<file path="src/rtl/imem_port_arbiter.sv">
// imem_port_arbiter: shares a single-port word-addressed instruction memory
// between the fetch stage and the program loader. Round-robin on contention,
// boot-hold blocks fetch, byte addresses are converted to word indices, and
// misaligned / out-of-range accesses are granted but never touch memory.
// Optional build macro: IMEM_ARB_STATS_EN enables the saturating fetch-stall
// counter on stall_cnt_o; otherwise stall_cnt_o is tied to zero.
module imem_port_arbiter #(
  parameter int          DEPTH    = 256,
  parameter logic [31:0] NOP_INSN = 32'h0000_0013,
  localparam int         AW       = $clog2(DEPTH)
) (
  input  logic          clk_i,
  input  logic          rst_i,
  input  logic          boot_hold_i,
  input  logic          fetch_req_i,
  input  logic [31:0]   fetch_addr_i,
  output logic          fetch_gnt_o,
  output logic          fetch_rvalid_o,
  output logic [31:0]   fetch_rdata_o,
  output logic          fetch_err_o,
  input  logic          load_req_i,
  input  logic [31:0]   load_addr_i,
  input  logic [31:0]   load_wdata_i,
  output logic          load_gnt_o,
  output logic          load_err_o,
  output logic          mem_en_o,
  output logic          mem_we_o,
  output logic [AW-1:0] mem_addr_o,
  output logic [31:0]   mem_wdata_o,
  input  logic [31:0]   mem_rdata_i,
  output logic [15:0]   stall_cnt_o
);

  typedef enum logic {LAST_FETCH, LAST_LOAD} last_e;

  last_e last_q;
  logic  rd_pend_q, rd_pend_d;
  logic  ferr_q, ferr_d;
  logic  lerr_q, lerr_d;

  logic f_act, l_act, contested;
  logic f_legal, l_legal;

  // Legal = word aligned and inside the memory (no bits above the word index)
  assign f_legal = (fetch_addr_i[1:0] == 2'b00) && ((fetch_addr_i >> (AW + 2)) == 32'd0);
  assign l_legal = (load_addr_i[1:0]  == 2'b00) && ((load_addr_i  >> (AW + 2)) == 32'd0);

  // Arbitration is purely from requests and registered state; reset kills all grants
  always_comb begin
    f_act       = fetch_req_i & ~boot_hold_i & ~rst_i;
    l_act       = load_req_i & ~rst_i;
    contested   = f_act & l_act;
    fetch_gnt_o = f_act & (~l_act | (last_q == LAST_LOAD));
    load_gnt_o  = l_act & (~f_act | (last_q == LAST_FETCH));
    mem_en_o    = (fetch_gnt_o & f_legal) | (load_gnt_o & l_legal);
    mem_we_o    = load_gnt_o & l_legal;
    mem_addr_o  = load_gnt_o ? load_addr_i[AW+1:2] : fetch_addr_i[AW+1:2];
    mem_wdata_o = load_wdata_i;
    rd_pend_d   = fetch_gnt_o;
    ferr_d      = fetch_gnt_o & ~f_legal;
    lerr_d      = load_gnt_o & ~l_legal;
  end

  // Response/error flags and the round-robin pointer (moves only on contention)
  always_ff @(posedge clk_i) begin
    if (rst_i) begin
      rd_pend_q <= 1'b0;
      ferr_q    <= 1'b0;
      lerr_q    <= 1'b0;
      last_q    <= LAST_LOAD;
    end else begin
      rd_pend_q <= rd_pend_d;
      ferr_q    <= ferr_d;
      lerr_q    <= lerr_d;
      if (contested) last_q <= fetch_gnt_o ? LAST_FETCH : LAST_LOAD;
    end
  end

  // Reset in the response cycle cancels the delivery outright
  assign fetch_rvalid_o = rd_pend_q & ~rst_i;
  assign fetch_err_o    = ferr_q & fetch_rvalid_o;
  assign fetch_rdata_o  = !fetch_rvalid_o ? 32'd0 : (ferr_q ? NOP_INSN : mem_rdata_i);
  assign load_err_o     = lerr_q & ~rst_i;

`ifdef IMEM_ARB_STATS_EN
  logic [15:0] stall_q;

  // Saturating count of cycles the fetch stage waited for a grant
  always_ff @(posedge clk_i) begin
    if (rst_i) stall_q <= 16'd0;
    else if (fetch_req_i && !fetch_gnt_o && stall_q != 16'hFFFF) stall_q <= stall_q + 16'd1;
  end

  assign stall_cnt_o = stall_q;
`else
  assign stall_cnt_o = 16'd0;
`endif

endmodule

</file>
<file path="config.mk">
export PLATFORM = sky130hd
export DESIGN_NAME = imem_port_arbiter
export DESIGN_NICKNAME = d
export VERILOG_FILES = /design/src/rtl/imem_port_arbiter.sv
export SDC_FILE = /design/constraint.sdc
export NUM_CORES = 1
export LEC_CHECK = 0
export ABC_AREA = 0
export CAP_MARGIN = 20
export CORE_AREA = 2 2 89 91
export DETAILED_ROUTE_END_ITERATION = 6
export DIE_AREA = 0 0 91 93
export PLACE_DENSITY = 0.66
export SLEW_MARGIN = 10
export SYNTH_ARGS = -nofsm -noshare
export SYNTH_HDL_FRONTEND = slang
export SYNTH_SLANG_ARGS = --single-unit
</file>
<file path="constraint.sdc">
create_clock -name clk_i -period 2.55 [get_ports clk_i]
set_input_delay 0.765 -clock clk_i [delete_from_list [all_inputs] [get_ports clk_i]]
set_output_delay 0.765 -clock clk_i [all_outputs]
set_load 0.02 [all_outputs]
</file>
==> impl_metrics.prom, run 1 <==
# TYPE chip_impl_metric gauge
chip_impl_info{name="outcome",value="finished with violations"} 1
chip_impl_info{name="failing_checks",value="setup timing"} 1
chip_impl_metric{name="avgSynthCellArea",unit="µm²"} 7.68
chip_impl_metric{name="maxClockFrequency",unit="MHz"} 382
chip_impl_metric{name="grt_max_degree",unit=""} 16
chip_impl_metric{name="multi_input_area",unit="µm²"} 743
chip_impl_metric{name="cap_viol_max_count",unit=""} 0
chip_impl_metric{name="final.setup_skew",unit="ns"} 0.00217
chip_impl_info{name="largest_family_of_logic_cells_by_synthesized_area",value="simple AND/OR/NAND/NOR gates"} 1
chip_impl_metric{name="post-place-ws",unit="ns"} -0.843
chip_impl_metric{name="netlist_instances",unit=""} 136
chip_impl_metric{name="cts-buffers-inserted",unit=""} 3
chip_impl_metric{name="total_power",unit="mW"} 0.507
chip_impl_info{name="critical_path.reg2reg.endpoint",value="lerr_q"} 1
chip_impl_metric{name="timing.critical_path.fanout_max",unit=""} 2
chip_impl_metric{name="worst_ep_arrival_time",unit="ns"} 1.85
chip_impl_metric{name="final.fill_count",unit=""} 825
chip_impl_metric{name="r2r_setup_slack",unit="ns"} 1.47
chip_impl_metric{name="die_height",unit="µm"} 93
chip_impl_info{name="grt_setup_unrepaired",value="yes"} 1
chip_impl_info{name="regToRegStartpoint",value="last_q"} 1
chip_impl_metric{name="globalplace.congestion",unit=""} 0.718
chip_impl_metric{name="dp_cells",unit=""} 355
chip_impl_metric{name="synth_xor_area_frac",unit=""} 0.00838
chip_impl_metric{name="post_synth_instance_area",unit="µm²"} 1040
chip_impl_metric{name="power.internal",unit="mW"} 0.357
chip_impl_info{name="setup.worst_path.class",value="input pin to output port"} 1
chip_impl_metric{name="row_count",unit=""} 32
chip_impl_metric{name="irDropWorstVdd",unit="mV"} 0.143
chip_impl_metric{name="share_clk_of_total_power",unit=""} 0.254
chip_impl_info{name="clock_tree_from_tritoncts",value="done"} 1
chip_impl_metric{name="synth-adder-area-share",unit=""} 0
chip_impl_metric{name="clock-sinks",unit=""} 4
chip_impl_metric{name="syn_to_final_growth",unit="%"} 144
chip_impl_metric{name="post-route-drc-count",unit=""} 0
chip_impl_metric{name="die_width",unit="µm"} 91
chip_impl_metric{name="synth.yosys.seq_area_share",unit=""} 0.0766
chip_impl_metric{name="first_global_vias",unit=""} 1580
chip_impl_metric{name="critical_path_required",unit="ns"} 1.79
chip_impl_metric{name="boundaryPins",unit=""} 228
chip_impl_metric{name="drtIter0Drc",unit=""} 7
chip_impl_metric{name="antenna_violations_before_repair",unit=""} 0
chip_impl_info{name="critical_path.startpoint",value="fetch_addr_i[12]"} 1
chip_impl_metric{name="quantity_of_i_o_buffers_inserted_on_ports",unit=""} 147
chip_impl_metric{name="max-clock-path-buffers",unit=""} 2
chip_impl_metric{name="postLayoutCellArea",unit="µm²"} 2550
chip_impl_metric{name="route.detailed.wl_per_inst",unit="µm"} 13.5
chip_impl_metric{name="whs_path_depth",unit=""} 2
chip_impl_metric{name="sequentialPowerShare",unit=""} 0.137
chip_impl_metric{name="grt_first_pass_wirelength",unit="mm"} 7.59
chip_impl_metric{name="global_routing_usage_summed_across_all_routing_layers",unit=""} 0.110
chip_impl_metric{name="proportion_of_layout_cells_with_a_drive_suffix_above_1",unit=""} 0.412
chip_impl_metric{name="report.final.setup_viol",unit=""} 4
chip_impl_metric{name="cellLeakagePower",unit="nW"} 1.25
chip_impl_info{name="clock_tree.root_cell",value="sky130_fd_sc_hd__clkbuf_8"} 1
chip_impl_metric{name="total_routed_wirelength",unit="mm"} 5.08
chip_impl_metric{name="post_synthesis_compound_gate_area_fraction",unit=""} 0.0323
chip_impl_info{name="worst_hold_path_class",value="register to register"} 1
chip_impl_metric{name="globalRouteMet3Util",unit=""} 0.0443
chip_impl_metric{name="ys_ff_latch",unit=""} 4
chip_impl_metric{name="detailroute.via_count",unit=""} 1429
chip_impl_metric{name="grt_remaining_overflow",unit=""} 0
chip_impl_metric{name="slew_violations",unit=""} 0
chip_impl_metric{name="layoutNonFillerInstCount",unit=""} 376
chip_impl_metric{name="yosys-mux-area-fraction",unit=""} 0.108
chip_impl_info{name="end_kind",value="output port"} 1
chip_impl_metric{name="finalWorstSetupSlack",unit="ns"} -0.0667
chip_impl_metric{name="detail-route-antenna-nets",unit=""} 0
chip_impl_metric{name="yosys.cell_types.count",unit=""} 26
chip_impl_metric{name="die_area",unit="µm²"} 8460
chip_impl_metric{name="power.share.combinational",unit=""} 0.609
chip_impl_metric{name="worst_hold_slack",unit="ns"} 0.576
chip_impl_metric{name="cts.reportedPaths.clkPinSlew",unit="ns"} 0.03
chip_impl_metric{name="reg2regPathDepth",unit=""} 4
chip_impl_metric{name="insertion_delay_of_the_later_clocked_pin_in_the_worst_skew_pair",unit="ns"} 0.21
chip_impl_metric{name="yosys.area_share.simple",unit=""} 0.387
chip_impl_metric{name="power_density",unit="nW/µm²"} 199
chip_impl_metric{name="groute.layer.met2.usage",unit=""} 0.210
chip_impl_metric{name="use_met1",unit=""} 0.106
chip_impl_metric{name="antenna_cells_inserted",unit=""} 0
chip_impl_metric{name="final_hold_viol_count",unit=""} 0
chip_impl_metric{name="design.core.area",unit="µm²"} 7530
chip_impl_metric{name="final.min_clock_period",unit="ns"} 2.62
chip_impl_info{name="crit_path_start_kind",value="input pin"} 1
chip_impl_metric{name="reported_net_switching_power",unit="mW"} 0.150
chip_impl_metric{name="standard_cell_area_after_detailed_placement",unit="µm²"} 2380
chip_impl_metric{name="via_per_inst",unit=""} 3.80
chip_impl_metric{name="sequential_standard_cell_area",unit="µm²"} 80.1
chip_impl_metric{name="htree_levels",unit=""} 1
chip_impl_metric{name="finish.net_count",unit=""} 409
chip_impl_info{name="grt-busiest-layer",value="met2"} 1
chip_impl_info{name="hp-start",value="last_q"} 1
chip_impl_metric{name="post-dp-hpwl",unit="mm"} 4.11
chip_impl_metric{name="postCtsHoldBufs",unit=""} 0
chip_impl_metric{name="yosysWarningCount",unit=""} 0
chip_impl_metric{name="drt_first_pass_iters",unit=""} 4
chip_impl_metric{name="initial_core_util",unit=""} 0.139
chip_impl_metric{name="switching_share",unit=""} 0.295
chip_impl_info{name="hold_path_end",value="last_q"} 1
chip_impl_metric{name="post-route-period-util",unit=""} 1.03
==> how the worst max path moves through the flow <==
| stage | slack, ns | endpoint |
|---|---|---|
| finish | -0.07 | mem_en_o |
| global route | -0.1 | mem_en_o |
| CTS | -0.04 | mem_en_o |
| detailed placement | -0.84 | mem_en_o |
| global placement | -0.82 | mem_en_o |
| floorplan | 0.07 | mem_we_o |
==> layout by cell type (no fill, tap or decap), types with 8 or more instances in the layout <==
cell type,netlist,final
sky130_fd_sc_hd__clkdlybuf4s50_1,0,49
sky130_fd_sc_hd__clkdlybuf4s15_1,0,8
sky130_fd_sc_hd__buf_4,49,29
sky130_fd_sc_hd__and2_1,30,25
sky130_fd_sc_hd__dlygate4sd2_1,0,35
sky130_fd_sc_hd__conb_1,1,16
sky130_fd_sc_hd__buf_6,2,18
sky130_fd_sc_hd__mux2_4,6,8
sky130_fd_sc_hd__nor4_2,0,8
sky130_fd_sc_hd__buf_2,0,27
==> area by class of cell <==
class                      count  area share
clock buffer                   3      0.0162
inverter                       2     0.00294
multi-input combinational     93       0.291
sequential                     4      0.0314
tap                          102      0.0500
timing repair buffer         172       0.608
==> cell usage after synthesis, drive strengths merged <==
library cell | n | area share
nand4b | 1 | 0.0084
o21ba | 1 | 0.0096
dfxtp | 4 | 0.077
and2 | 30 | 0.18
o32ai | 1 | 0.016
nor2 | 7 | 0.025
conb | 1 | 0.0036
nand4 | 2 | 0.012
nand2b | 2 | 0.019
buf | 51 | 0.37
nand3b | 3 | 0.025
and2b | 2 | 0.014
xor2 | 1 | 0.0084
nor4 | 12 | 0.072
nor3b | 1 | 0.0072
inv | 2 | 0.0072
clkbuf | 1 | 0.0036
mux2 | 8 | 0.11
o21a | 1 | 0.0072
nand2 | 2 | 0.0072
nor3 | 1 | 0.0048
nor2b | 2 | 0.012
==> state kept, by name, indices dropped and copies added (netlist names) <==
register   cells
lerr_q         1
last_q         1
ferr_q         1
rd_pend_q      1
==> power groups by stage <==
stage / logic (mW) / registers [mW] / clock network (mW)
2_1_floorplan: 0.187 / 0.0691 / 0
5_1_grt: 0.328 / 0.0700 / 0.137
3_3_place_gp: 0.299 / 0.0696 / 0
3_5_place_dp: 0.302 / 0.0698 / 0
6_report: 0.309 / 0.0695 / 0.129
4_1_cts: 0.299 / 0.0694 / 0.133
==> repair_timing <==
item,CTS,global route
resized for setup,313,18
setup buffers,15,1
setup endpoints to repair,47,15
pin swaps,20,10
gates cloned,2,0
==> cells by family (layout without fill, tap and decap cells) <==
kind of cell | Yosys count | after routing
compound gates | 3 | 3
xor+xnor | 1 | 1
buf+inv | 54 | 177
flops | 4 | 4
mux | 8 | 8
other cells | 1 | 16
simple gates | 65 | 65
==> metal layers <==
layer / part of all wire / routed length (µm)
met5: 0 / 0
met2: 0.56 / 2820
met3: 0.11 / 565
met1: 0.31 / 1590
met4: 0.019 / 99
==> worst max-delay path, cell delays in order <==
cell                            delay (ns)
sky130_fd_sc_hd__dlygate4sd2_1        0.25
sky130_fd_sc_hd__nor4_2               0.36
sky130_fd_sc_hd__nand4b_1             0.18
sky130_fd_sc_hd__o32ai_2              0.12
sky130_fd_sc_hd__buf_4                0.18
==> through the flow <==
| stage | setup TNS (ns) | util |
|---|---|---|
| after global routing | -0.407 | 0.339 |
| final | -0.0725 | 0.339 |
| after CTS | -0.0368 | 0.329 |
| after floorplan | 0 | - |
| after global placement | -32.00 | 0.317 |
| after detailed placement | -32.82 | 0.317 |
Note: power is estimated with default switching activity, not from simulation.
==> run 2, diff against run 1 <==
SLEW_MARGIN = not set   (was 10)
==> results of run 2 <==
Final layout, timing and power as in run 1 (identical DEF).
==> run 3, diff against run 2 <==
==> constraint.sdc (replaced) <==
create_clock -name clk_i -period 2.55 [get_ports clk_i]
set_input_delay 0.255 -clock clk_i [delete_from_list [all_inputs] [get_ports clk_i]]
set_output_delay 0.255 -clock clk_i [all_outputs]
set_load 0.02 [all_outputs]
==> impl_metrics.prom, run 3 (synthesized netlist as in run 1, its figures left out) <==
# TYPE chip_impl_metric gauge
chip_impl_info{name="cp_slowest_cell",value="sky130_fd_sc_hd__clkdlybuf4s50_1"} 1
chip_impl_info{name="hp-start",value="load_wdata_i[23]"} 1
chip_impl_info{name="grt_setup_unrepaired",value="no"} 1
chip_impl_metric{name="initial_core_util",unit=""} 0.139
chip_impl_metric{name="post-route-drc-count",unit=""} 0
chip_impl_metric{name="reported_net_switching_power",unit="mW"} 0.132
chip_impl_metric{name="standard_cell_area_after_detailed_placement",unit="µm²"} 2330
chip_impl_metric{name="power.share.combinational",unit=""} 0.594
chip_impl_metric{name="die_area",unit="µm²"} 8460
chip_impl_metric{name="quantity_of_i_o_buffers_inserted_on_ports",unit=""} 147
chip_impl_metric{name="grt_max_degree",unit=""} 30
chip_impl_info{name="critical_path.startpoint",value="load_addr_i[20]"} 1
chip_impl_metric{name="antenna_violations_before_repair",unit=""} 0
chip_impl_metric{name="worst_hold_slack",unit="ns"} 0.510
chip_impl_metric{name="whs_path_depth",unit=""} 0
chip_impl_metric{name="design.core.area",unit="µm²"} 7530
chip_impl_metric{name="finish.net_count",unit=""} 385
chip_impl_metric{name="row_count",unit=""} 32
chip_impl_metric{name="grt_first_pass_wirelength",unit="mm"} 6.17
chip_impl_metric{name="switching_share",unit=""} 0.266
chip_impl_metric{name="detailroute.via_count",unit=""} 1291
chip_impl_info{name="worst_path_dominant_cell_family",value="buffers and inverters"} 1
chip_impl_metric{name="grt_remaining_overflow",unit=""} 0
chip_impl_info{name="end_kind",value="output port"} 1
chip_impl_metric{name="share_clk_of_total_power",unit=""} 0.267
chip_impl_metric{name="cap_viol_max_count",unit=""} 0
chip_impl_metric{name="die_width",unit="µm"} 91
chip_impl_metric{name="drt_first_pass_iters",unit=""} 4
chip_impl_metric{name="total_power",unit="mW"} 0.496
chip_impl_metric{name="tns",unit="ns"} 0
chip_impl_metric{name="via_per_inst",unit=""} 3.67
chip_impl_metric{name="sequential_standard_cell_area",unit="µm²"} 80.1
chip_impl_metric{name="die_height",unit="µm"} 93
chip_impl_metric{name="htree_levels",unit=""} 1
chip_impl_metric{name="post-route-period-util",unit=""} 0.933
chip_impl_info{name="regToRegStartpoint",value="last_q"} 1
chip_impl_metric{name="final.setup_skew",unit="ns"} 0.00112
chip_impl_metric{name="crit_buf_inv",unit=""} 2
chip_impl_metric{name="maxClockFrequency",unit="MHz"} 420
chip_impl_metric{name="global_routing_usage_summed_across_all_routing_layers",unit=""} 0.0910
chip_impl_metric{name="final_hold_viol_count",unit=""} 0
chip_impl_info{name="outcome",value="completed"} 1
chip_impl_metric{name="post-dp-hpwl",unit="mm"} 4.05
chip_impl_info{name="layout.cells.most_common_list",value="sky130_fd_sc_hd__clkdlybuf4s50_1 (147), sky130_fd_sc_hd__and2_1 (30), sky130_fd_sc_hd__conb_1 (16)"} 1
chip_impl_metric{name="detail-route-antenna-nets",unit=""} 0
chip_impl_info{name="clock_tree_from_tritoncts",value="done"} 1
chip_impl_metric{name="multi_input_area",unit="µm²"} 628
chip_impl_info{name="commonest_non_fill_non_tap_cell_in_the_layout",value="sky130_fd_sc_hd__clkdlybuf4s50_1"} 1
chip_impl_metric{name="worst_ep_arrival_time",unit="ns"} 2.12
chip_impl_metric{name="cts-buffers-inserted",unit=""} 3
chip_impl_info{name="critical_path.reg2reg.endpoint",value="lerr_q"} 1
chip_impl_metric{name="report.final.setup_viol",unit=""} 0
chip_impl_info{name="path_common_cell",value="sky130_fd_sc_hd__clkdlybuf4s50_1"} 1
chip_impl_info{name="hold_path_end",value="mem_wdata_o[23]"} 1
chip_impl_metric{name="globalplace.congestion",unit=""} 0.748
chip_impl_metric{name="cellLeakagePower",unit="nW"} 0.913
chip_impl_metric{name="cts_setup_buffers",unit=""} 0
chip_impl_metric{name="finalWorstSetupSlack",unit="ns"} 0.170
chip_impl_metric{name="postLayoutCellArea",unit="µm²"} 2380
chip_impl_metric{name="critical_path_required",unit="ns"} 2.30
chip_impl_metric{name="total_routed_wirelength",unit="mm"} 4.35
chip_impl_metric{name="final.min_clock_period",unit="ns"} 2.38
chip_impl_metric{name="route.detailed.wl_per_inst",unit="µm"} 12.4
chip_impl_metric{name="max-clock-path-buffers",unit=""} 2
chip_impl_metric{name="antenna_cells_inserted",unit=""} 0
chip_impl_metric{name="slew_violations",unit=""} 0
chip_impl_metric{name="delay_of_the_slowest_cell_on_the_worst_path",unit="ns"} 0.65
chip_impl_metric{name="first_global_vias",unit=""} 1305
chip_impl_metric{name="reg2regPathDepth",unit=""} 3
chip_impl_metric{name="insertion_delay_of_the_later_clocked_pin_in_the_worst_skew_pair",unit="ns"} 0.22
chip_impl_metric{name="power.internal",unit="mW"} 0.364
chip_impl_metric{name="clock-sinks",unit=""} 4
chip_impl_metric{name="final.fill_count",unit=""} 817
chip_impl_metric{name="power_density",unit="nW/µm²"} 209
chip_impl_info{name="path_cells",value="clkdlybuf4s50_1 > nor4_1 > nand4_1 > o32ai_2 > clkdlybuf4s50_1"} 1
chip_impl_metric{name="proportion_of_layout_cells_with_a_drive_suffix_above_1",unit=""} 0.0640
chip_impl_info{name="clock_tree.root_cell",value="sky130_fd_sc_hd__clkbuf_8"} 1
chip_impl_metric{name="timing.critical_path.fanout_max",unit=""} 3
chip_impl_metric{name="r2r_setup_slack",unit="ns"} 1.52
chip_impl_metric{name="syn_to_final_growth",unit="%"} 127
chip_impl_metric{name="boundaryPins",unit=""} 228
chip_impl_info{name="setup.worst_path.class",value="input pin to output port"} 1
chip_impl_info{name="worst_hold_path_class",value="input pin to output port"} 1
chip_impl_metric{name="sequentialPowerShare",unit=""} 0.139
chip_impl_metric{name="irDropWorstVdd",unit="mV"} 0.142
chip_impl_info{name="crit_path_start_kind",value="input pin"} 1
chip_impl_metric{name="post-place-ws",unit="ns"} 0.0915
chip_impl_metric{name="drtIter0Drc",unit=""} 6
-- run 3: cell count changes in the layout (fill, tap and decap cells not counted), moves of 5 or more --
cell | previous run | this run
sky130_fd_sc_hd__clkdlybuf4s50_1 | 49 | 147
sky130_fd_sc_hd__nor4_1 | 2 | 12
sky130_fd_sc_hd__nor4_2 | 8 | 0
sky130_fd_sc_hd__and2_4 | 5 | 0
sky130_fd_sc_hd__buf_4 | 29 | 0
sky130_fd_sc_hd__and2_1 | 25 | 30
sky130_fd_sc_hd__buf_2 | 27 | 0
sky130_fd_sc_hd__clkdlybuf4s15_1 | 8 | 0
sky130_fd_sc_hd__dlygate4sd2_1 | 35 | 0
sky130_fd_sc_hd__buf_6 | 18 | 0
-- run 3: worst reg2reg max path, stage by stage (launching register included) --
cell and delay [ns]:
sky130_fd_sc_hd__dfxtp_1 0.32, sky130_fd_sc_hd__nand3b_1 0.14, sky130_fd_sc_hd__nand3b_4 0.21, sky130_fd_sc_hd__o21ba_2 0.30
-- run 3: layout make-up --
cell class | count | area share
Tap cell | 102 | 0.0537
Clock buffer | 3 | 0.0174
Timing Repair Buffer | 148 | 0.628
Multi-Input combinational cell | 93 | 0.264
Sequential cell | 4 | 0.0337
Inverter | 2 | 0.00316
-- run 3: power by group through the flow --
stage | registers, mW | clock network [mW] | logic, mW
after floorplan | 0.0691 | 0 | 0.187
after global placement | 0.0698 | 0 | 0.292
after detailed placement | 0.0699 | 0 | 0.295
after CTS | 0.0691 | 0.137 | 0.296
after global routing | 0.0694 | 0.143 | 0.312
final | 0.0689 | 0.132 | 0.294
-- run 3: how the worst max path moves through the flow --
stage,to,cells past startpoint
3_3_place_gp,mem_en_o,5
6_report,mem_en_o,5
3_5_place_dp,mem_en_o,5
5_1_grt,mem_en_o,5
4_1_cts,mem_en_o,5
2_1_floorplan,mem_we_o,3
-- run 3: stage by stage --
stage / cells / utilization
5_1_grt: 352 / 0.316
3_5_place_dp: 349 / 0.309
4_1_cts: 352 / 0.314
3_3_place_gp: 349 / 0.309
6_report: 352 / 0.316
2_1_floorplan: 151 / -
-- run 3: what timing repair did --
item,in CTS,in global routing
hold buffers,0,0
gates resized for setup,0,1
endpoints found under the setup margin,0,1
-- run 3: per-layer routing --
| metal | up-vias | global-route usage | share of wire |
|---|---|---|---|
| met2 | 111 | 0.170 | 0.54 |
| met3 | 12 | 0.0403 | 0.12 |
| met1 | 553 | 0.0889 | 0.33 |
| li1 | 615 | - | - |
| met5 | - | 0 | 0 |
| met4 | 0 | 0.0316 | 0.015 |
